===== src/rtl/sparc_pkg.sv =====
// Shared definitions for the SPARC-style PC/nPC sequencer: FSM encoding,
// address width, default reset vector and increment, alignment helpers.
package sparc_pkg;

    localparam int unsigned ADDR_W = 32;
    localparam logic [ADDR_W-1:0] DEF_RESET_VECTOR = 32'h0000_0000;
    localparam logic [ADDR_W-1:0] DEF_INC = 32'd4;

    typedef enum logic [1:0] {
        ST_BOOT = 2'd0,
        ST_RUN  = 2'd1,
        ST_TRAP = 2'd2,
        ST_HALT = 2'd3
    } state_e;

    function automatic logic [ADDR_W-1:0] align_addr(input logic [ADDR_W-1:0] a);
        return {a[ADDR_W-1:2], 2'b00};
    endfunction

    function automatic logic misaligned(input logic [ADDR_W-1:0] a);
        return |a[1:0];
    endfunction

endpackage


===== src/rtl/pc_next_sel.sv =====
// Combinational next-PC/nPC selection: trap > halt > stall > jmpl > branch >
// sequential, with target alignment and trap-capture enable.
module pc_next_sel
    import sparc_pkg::*;
#(
    parameter logic [ADDR_W-1:0] INC = DEF_INC
) (
    input  state_e              state,
    input  logic [ADDR_W-1:0]   pc,
    input  logic [ADDR_W-1:0]   npc,
    input  logic                stall,
    input  logic                br_taken,
    input  logic [ADDR_W-1:0]   br_target,
    input  logic                jmpl_valid,
    input  logic [ADDR_W-1:0]   jmpl_target,
    input  logic                trap_req,
    input  logic [ADDR_W-1:0]   trap_vector,
    input  logic                halt_req,
    output logic [ADDR_W-1:0]   next_pc,
    output logic [ADDR_W-1:0]   next_npc,
    output logic                pc_ld,
    output logic                capture_en,
    output logic                advance,
    output logic                align_err_next
);

    logic [ADDR_W-1:0] tgt_s;
    logic              ctrl_state_s;

    // Priority selection of the values PC/nPC take at the next edge
    always_comb begin
        next_pc        = pc;
        next_npc       = npc;
        capture_en     = 1'b0;
        advance        = 1'b0;
        align_err_next = 1'b0;
        tgt_s          = '0;
        case (state)
            ST_RUN, ST_HALT: begin
                if (trap_req) begin
                    tgt_s          = align_addr(trap_vector);
                    next_pc        = tgt_s;
                    next_npc       = tgt_s + INC;
                    capture_en     = 1'b1;
                    align_err_next = misaligned(trap_vector);
                end else if ((state == ST_RUN) && !halt_req && !stall) begin
                    // Delay slot: PC always steps to nPC, only nPC is redirected
                    advance = 1'b1;
                    next_pc = npc;
                    if (jmpl_valid) begin
                        tgt_s          = align_addr(jmpl_target);
                        next_npc       = tgt_s;
                        align_err_next = misaligned(jmpl_target);
                    end else if (br_taken) begin
                        tgt_s          = align_addr(br_target);
                        next_npc       = tgt_s;
                        align_err_next = misaligned(br_target);
                    end else begin
                        next_npc = npc + INC;
                    end
                end else begin
                    next_pc  = pc;
                    next_npc = npc;
                end
            end
            default: begin
                next_pc  = pc;
                next_npc = npc;
            end
        endcase
    end

    assign ctrl_state_s = (state == ST_RUN) || (state == ST_HALT);
    assign pc_ld        = ctrl_state_s && (next_pc != pc);

endmodule


===== src/rtl/pc_sequencer.sv =====
// PC/nPC sequencer: owns the pc/npc/epc/enpc registers and the
// BOOT/RUN/TRAP/HALT control FSM; next-address choice lives in pc_next_sel.
module pc_sequencer
    import sparc_pkg::*;
#(
    parameter logic [ADDR_W-1:0] RESET_VECTOR = DEF_RESET_VECTOR,
    parameter logic [ADDR_W-1:0] INC          = DEF_INC
) (
    input  logic                clk,
    input  logic                reset,
    input  logic                stall,
    input  logic                br_taken,
    input  logic [ADDR_W-1:0]   br_target,
    input  logic                jmpl_valid,
    input  logic [ADDR_W-1:0]   jmpl_target,
    input  logic                annul_slot,
    input  logic                trap_req,
    input  logic [ADDR_W-1:0]   trap_vector,
    input  logic                halt_req,
    output logic [ADDR_W-1:0]   pc_out,
    output logic [ADDR_W-1:0]   npc_out,
    output logic                pc_ld,
    output logic [ADDR_W-1:0]   next_pc,
    output logic                fetch_valid,
    output logic [ADDR_W-1:0]   epc_out,
    output logic [ADDR_W-1:0]   enpc_out,
    output logic                align_err,
    output logic [1:0]          state_out
);

    state_e            state_q, state_d;
    logic [ADDR_W-1:0] pc_q, pc_d;
    logic [ADDR_W-1:0] npc_q, npc_d;
    logic [ADDR_W-1:0] epc_q, epc_d;
    logic [ADDR_W-1:0] enpc_q, enpc_d;
    logic              fetch_valid_q, fetch_valid_d;
    logic              align_err_q, align_err_d;

    logic [ADDR_W-1:0] next_pc_s;
    logic [ADDR_W-1:0] next_npc_s;
    logic              pc_ld_s;
    logic              capture_en_s;
    logic              advance_s;
    logic              align_err_next_s;

    pc_next_sel #(
        .INC(INC)
    ) u_sel (
        .state          (state_q),
        .pc             (pc_q),
        .npc            (npc_q),
        .stall          (stall),
        .br_taken       (br_taken),
        .br_target      (br_target),
        .jmpl_valid     (jmpl_valid),
        .jmpl_target    (jmpl_target),
        .trap_req       (trap_req),
        .trap_vector    (trap_vector),
        .halt_req       (halt_req),
        .next_pc        (next_pc_s),
        .next_npc       (next_npc_s),
        .pc_ld          (pc_ld_s),
        .capture_en     (capture_en_s),
        .advance        (advance_s),
        .align_err_next (align_err_next_s)
    );

    // FSM transitions and fetch_valid / trap-capture next values
    always_comb begin
        state_d       = state_q;
        fetch_valid_d = fetch_valid_q;
        pc_d          = next_pc_s;
        npc_d         = next_npc_s;
        align_err_d   = align_err_next_s;
        if (capture_en_s) begin
            epc_d  = pc_q;
            enpc_d = npc_q;
        end else begin
            epc_d  = epc_q;
            enpc_d = enpc_q;
        end
        case (state_q)
            ST_BOOT: begin
                state_d       = ST_RUN;
                fetch_valid_d = 1'b1;
            end
            ST_RUN: begin
                if (capture_en_s) begin
                    state_d       = ST_TRAP;
                    fetch_valid_d = 1'b0;
                end else if (halt_req) begin
                    state_d       = ST_HALT;
                    fetch_valid_d = 1'b0;
                end else if (advance_s) begin
                    state_d       = ST_RUN;
                    fetch_valid_d = ~annul_slot;
                end else begin
                    state_d       = ST_RUN;
                    fetch_valid_d = fetch_valid_q;
                end
            end
            ST_TRAP: begin
                state_d       = ST_RUN;
                fetch_valid_d = 1'b1;
            end
            ST_HALT: begin
                if (capture_en_s) begin
                    state_d = ST_TRAP;
                end else begin
                    state_d = ST_HALT;
                end
                fetch_valid_d = 1'b0;
            end
            default: begin
                state_d       = ST_BOOT;
                fetch_valid_d = 1'b0;
            end
        endcase
    end

    // State and datapath registers
    always_ff @(posedge clk or posedge reset) begin
        if (reset) begin
            state_q       <= ST_BOOT;
            pc_q          <= RESET_VECTOR;
            npc_q         <= RESET_VECTOR + INC;
            epc_q         <= '0;
            enpc_q        <= '0;
            fetch_valid_q <= 1'b0;
            align_err_q   <= 1'b0;
        end else begin
            state_q       <= state_d;
            pc_q          <= pc_d;
            npc_q         <= npc_d;
            epc_q         <= epc_d;
            enpc_q        <= enpc_d;
            fetch_valid_q <= fetch_valid_d;
            align_err_q   <= align_err_d;
        end
    end

    assign pc_out      = pc_q;
    assign npc_out     = npc_q;
    assign epc_out     = epc_q;
    assign enpc_out    = enpc_q;
    assign fetch_valid = fetch_valid_q;
    assign align_err   = align_err_q;
    assign state_out   = state_q;
    assign pc_ld       = pc_ld_s;
    assign next_pc     = next_pc_s;

endmodule


===== config.mk =====
export PLATFORM = sky130hd
export DESIGN_NAME = pc_sequencer
export DESIGN_NICKNAME = d
export VERILOG_FILES = /design/src/rtl/sparc_pkg.sv /design/src/rtl/pc_next_sel.sv /design/src/rtl/pc_sequencer.sv
export SDC_FILE = /design/constraint.sdc
export NUM_CORES = 1
export LEC_CHECK = 0
export BUFFER_PORTS_ARGS = -buffer_cell sky130_fd_sc_hd__buf_4
export CAP_MARGIN = 20
export CORE_MARGIN = 3
export CORE_UTILIZATION = 48
export DETAILED_ROUTE_END_ITERATION = 12
export PLACE_DENSITY = 0.8
export REMOVE_ABC_BUFFERS = 1
export SKIP_CTS_REPAIR_TIMING = 1
export SLEW_MARGIN = 20
export SYNTH_ARGS = -nofsm -noshare
export SYNTH_HDL_FRONTEND = slang
export SYNTH_SLANG_ARGS = --single-unit

===== constraint.sdc =====
create_clock -name clk -period 6.55 [get_ports clk]
set_clock_uncertainty 0.15 [all_clocks]
set_input_delay 1.6375 -clock clk [delete_from_list [all_inputs] [get_ports clk]]
set_output_delay 1.6375 -clock clk [all_outputs]
set_load 0.01 [all_outputs]

Word level (Yosys, flattened, before mapping)
Index checks and enable logic that the tools add are counted.
{ "op_classes": {"n_addsub": 2, "n_reduce_logical": 14, "bitwise": 1, "eq_ne": 5, "muxes": 25} }
{ "ops": {"columns": ["cell", "count"], "rows": [
  ["$mux W32", 7],
  ["$add A32 B3 Y32 const B", 2],
  ["$ne A32 B32 Y1", 1],
  ["$mux W1", 14],
  ["$reduce_or A2 Y1", 5],
  ["$pmux W2 S3", 1],
  ["$eq A2 B2 Y1 const B", 2],
  ["$mux W2", 2],
  ["$ne A4 B4 Y1 const B", 1],
  ["$logic_and A1 B1 Y1", 3],
  ["$pmux W1 S3", 1],
  ["$eq A2 B1 Y1 const B", 1],
  ["$logic_not A1 Y1", 2],
  ["$logic_not A2 Y1", 1],
  ["$reduce_and A2 Y1", 1],
  ["$reduce_bool A2 Y1", 1],
  ["$logic_or A1 B1 Y1", 1],
  ["$not A1 Y1", 1]
]} }
{ "totals": {"out_inout_bits": 165, "elab_cells": 54, "input_bits": 104, "ff_bits": 132} }

Depth between registers and ports, before layout
{ "logic_depth": {"depth_word": 10, "depth_mapped": 10, "depth_no_buf": 7} }

Hierarchy
From an unflattened synthesis, not the netlist that was laid out.
{ "unflattened": {"cells_unflattened": 881, "area_unflattened_um2": 8226.6} }
{ "by_module_without_submodules": {"columns": ["mod", "cells_each", "seq_area_each_um2", "instances", "area_per_inst_um2"], "rows": [
  ["pc_next_sel", 672, 0.0, 1, 4115.2],
  ["pc_sequencer", 209, 3304.4, 1, 4111.4]
]} }

Least setup slack after synthesis
OpenSTA, ideal clock, no wires.
{ "synth_timing": {"path_type": "input port to output port", "start": "input port halt_req", "end": "output port pc_ld", "required_time_ns": 4.762, "path_buffers": 2, "arrival_ns": 3.624, "path_slack_ns": 1.138, "cell_stages": 8, "cell_sequence": "or3_1 > buf_2 > buf_6 > o32a_1 > a22oi_2 > nand4_1 > or4_1 > a211o_1"} }
{ "synth_between": {"elab_chain_cells": 8} }
{ "synth_rtl": {"columns": ["element", "line", "source"], "rows": [
  ["start: declaration", "pc_sequencer.sv:19", "input logic halt_req,"],
  ["$logic_not A1 Y1", "pc_next_sel.sv:46", "end else if ((state == ST_RUN) && !halt_req && !stall) begin"],
  ["$logic_and A1 B1 Y1 (2 in a row)", "pc_next_sel.sv:46", null],
  ["$mux W32", "pc_next_sel.sv:46", null],
  ["$mux W32", "pc_next_sel.sv:40", "if (trap_req) begin"],
  ["$mux W32", "pc_next_sel.sv:38", "case (state)"],
  ["$ne A32 B32 Y1", "pc_next_sel.sv:74", "assign pc_ld = ctrl_state_s && (next_pc != pc);"],
  ["$logic_and A1 B1 Y1", "pc_next_sel.sv:74", null],
  ["end: declaration", "pc_sequencer.sv:22", "output logic pc_ld,"]
]} }
No other way between the ends.

Final worst setup path
Ends and elaborated chain as after synthesis.

==> results.sh <==
export IMPL_cts_root_buf="clkbuf_16"
export IMPL_synth_seq_cells=128
export IMPL_crit_path_end_kind="primary output"
export IMPL_crit_type="in2out"
export IMPL_vdd_drop_max_uv=188
export IMPL_first_pass_iters=6
export IMPL_die_x_um=131
export IMPL_wl_met3_um=3530
export IMPL_clock_latency_ns=0.42
export IMPL_instances_no_fill=1329
export IMPL_layout_commonest_cell="buf_4"
export IMPL_die_y_um=131
export IMPL_place_inst=1298
export IMPL_setup_viol_count_final=0
export IMPL_htreeDepth=4
export IMPL_whs_ns=0.327
export IMPL_drt_wl_total_um=29800
export IMPL_clockBufferDepth=2
export IMPL_synth_seq_area_share_pct=43.0
export IMPL_post_place_ws_ns=0.602
export IMPL_yosys_area_top_type="dfrtp_1"
export IMPL_die_area_mm2=0.0171
export IMPL_worst_path_buf_inv=2
export IMPL_hold_class="reg2reg"
export IMPL_yosysWarnings=0
export IMPL_maxSlewHeadroom_pct=30.8
export IMPL_worst_path_max_fanout=14
export IMPL_fmax_ghz=0.167
export IMPL_dp_hpwl_um=21800
export IMPL_coreArea_mm2=0.0149
export IMPL_synth_top_area_share_pct=42.6
export IMPL_ant_nets=0
export IMPL_via_per_inst=6.33
export IMPL_synth_edf_count=0
export IMPL_layout_common_cells="277 x buf_4, 201 x nand2_1, 127 x dfrtp_1, 58 x o21ai_0, 55 x nor2_1"
export IMPL_rows=44
export IMPL_io_buffers=264
export IMPL_layout_setup_ws_ns=0.549
export IMPL_initial_core_util_pct=50.1
export IMPL_final_core_util_pct=67.7
export IMPL_met1Wirelength_um=11600
export IMPL_fin_tns_setup_ns=0
export IMPL_grt_max_degree=72
export IMPL_crit_path_top_delay_cell="or3_1"
export IMPL_fin_crit_ns=6.00
export IMPL_slew_violations=0
export IMPL_hold_viol_final=0
export IMPL_antenna_found_initial=0
export IMPL_cp_arrival_ns=4.21
export IMPL_p_leak_nw=4.70
export IMPL_grt_pass1_wl_um=44200
export IMPL_netlist_area_mm2=0.00745
export IMPL_fin_crit_sh_pct=91.6
export IMPL_grt_pass1_vias=7739
export IMPL_synthFlopType="dfrtp_1"
export IMPL_cts_buffers=17
export IMPL_num_antenna_cells=0
export IMPL_rsz0062_at_grt="no"
export IMPL_grt_util_all_layers_pct=34.0
export IMPL_syn_area_per_cell_um2=8.19
export IMPL_crit_path_start_kind="input pin"
export IMPL_pin_count=269
export IMPL_nets=1239
export IMPL_drtIter0Drc=1044
export IMPL_cts_tree="done"
export IMPL_overflow=0
export IMPL_drc=0
export IMPL_crit_top_cell="buf_4"
export IMPL_top_layer="met4"
export IMPL_drive_gt1_share_pct=28.0
export IMPL_status="complete, no violations"
export IMPL_cpPeakStageDelay_ns=0.61
export IMPL_wire_per_inst_um=22.5
export IMPL_worstPathRequired_ns=4.76
export IMPL_cp_cell_sequence="buf_4 > or3_1 > o32ai_1 > o2111a_1 > o2111ai_1 > or4_1 > a211o_1 > buf_4"
export IMPL_place_congestion=0.982
export IMPL_clk_pin_slew_ns=0.06
export IMPL_drv_cap=0
export IMPL_vias=8414
export IMPL_syn_inst=910
export IMPL_worst_slew_pin_slew_ns=1.03
export IMPL_pwr_density_cell_mw_per_mm2=287
export IMPL_ys_types=65
export IMPL_areaGrowthSynthToFinish_pct=35.0
export IMPL_cts_sinks=128
export IMPL_synth_area_leaders="dfrtp_1 43%, nand2_1 10%, o21ai_0 3.9%, a21oi_1 3.2%, clkbuf_1 2.8%"
export IMPL_async_reset_ff_share_pct=100
export IMPL_wl_met2_um=13900
export IMPL_critPathTopFamily="compound AO/OA/AOI/OAI gates"
==> state kept, by name, summed over array words and instances, names as in the netlist <==
register,cells
state_out,2
npc_out,30
fetch_valid,1
pc_out,32
enpc_out,30
align_err,1
epc_out,32
==> worst paths after layout <==
check                                    startpoint  slack [ns]  depth (start not counted)                        to
max in group asynchronous                     reset        3.89                          3   npc_out[28]$_DFFE_PP0P_
min in group asynchronous                     reset        1.15                          2  enpc_out[12]$_DFFE_PP0P_
max reg2reg                  npc_out[7]$_DFFE_PP0P_        3.45                          5   npc_out[27]$_DFFE_PP0P_
max                                        halt_req        0.55                          8                     pc_ld
min reg2reg                enpc_out[10]$_DFFE_PP0P_        0.33                          2  enpc_out[10]$_DFFE_PP0P_
min                        enpc_out[10]$_DFFE_PP0P_        0.33                          2  enpc_out[10]$_DFFE_PP0P_
==> logic make-up (layout without fill, tap and decap cells) <==
logic type	Yosys count	in the layout	synth area share, %
flops	128	128	43.0
simple gates	375	375	22.4
compound gates	253	253	23.1
buf+inv	108	340	5.88
mux	10	10	1.36
xor+xnor	33	33	3.88
fa+ha+maj	2	2	0.336
other cells	1	4	0.0503
==> Yosys cell counts (4+ instances only) <==
cell type and count:
nor3_1 21, buf_4 4, and4_1 4, a211oi_1 8, nor2_1 55, mux2i_1 9, clkbuf_1 55, and3_1 7
o32a_1 4, o221a_2 4, o311ai_0 5, nor4_1 9, buf_2 6, xnor2_1 20, o21ai_0 58, a22oi_1 4
nand4_1 19, a22o_1 6, a221oi_1 9, o211ai_1 5, buf_1 10, o22ai_1 33, o2111ai_1 8, inv_1 30
dfrtp_1 127, o221ai_1 11, a211o_1 7, xor2_1 13, nand2b_1 21, nand2_1 201, a221o_1 5, o32ai_1 7
nand3_1 22, a21oi_1 48, and2_1 7
==> stage by stage <==
stage	total power, mW	instance area (um2)
finish	2.88	10100
global placement	1.93	9480
detailed placement	1.94	9480
CTS	2.87	10100
global route	3.00	10100
floorplan	1.44	7150
==> worst register-to-register path, stage by stage (launching register included) <==
cell     delay [ns]
dfrtp_1        0.67
nand4_1        0.39
nor4_2         0.85
nand2_1        0.26
o41ai_1        0.47
o22ai_1        0.16
==> per-layer routing <==
layer | vias up | track usage (%)
li1 | 3689 | -
met1 | 4043 | 45.8
met2 | 597 | 53.4
met3 | 85 | 9.27
met4 | 0 | 11.4
met5 | - | 0
==> report_power, final <==
group / switching, mW / total [mW] / internal, mW
Sequential: 0.199 / 1.12 / 0.922
Clock: 0.364 / 0.933 / 0.569
Combinational: 0.442 / 0.829 / 0.386
Total: 1.00 / 2.88 / 1.88
==> cell type report <==
cell class	count	area, um2
fill	1258	4810
tap	184	230
clock inverter	12	135
sequential	128	3200
timing repair buffer	277	2080
clock buffer	19	443
multi-input combinational	677	3840
inverter	32	128
No activity file was read; power rests on OpenSTA's default activity.
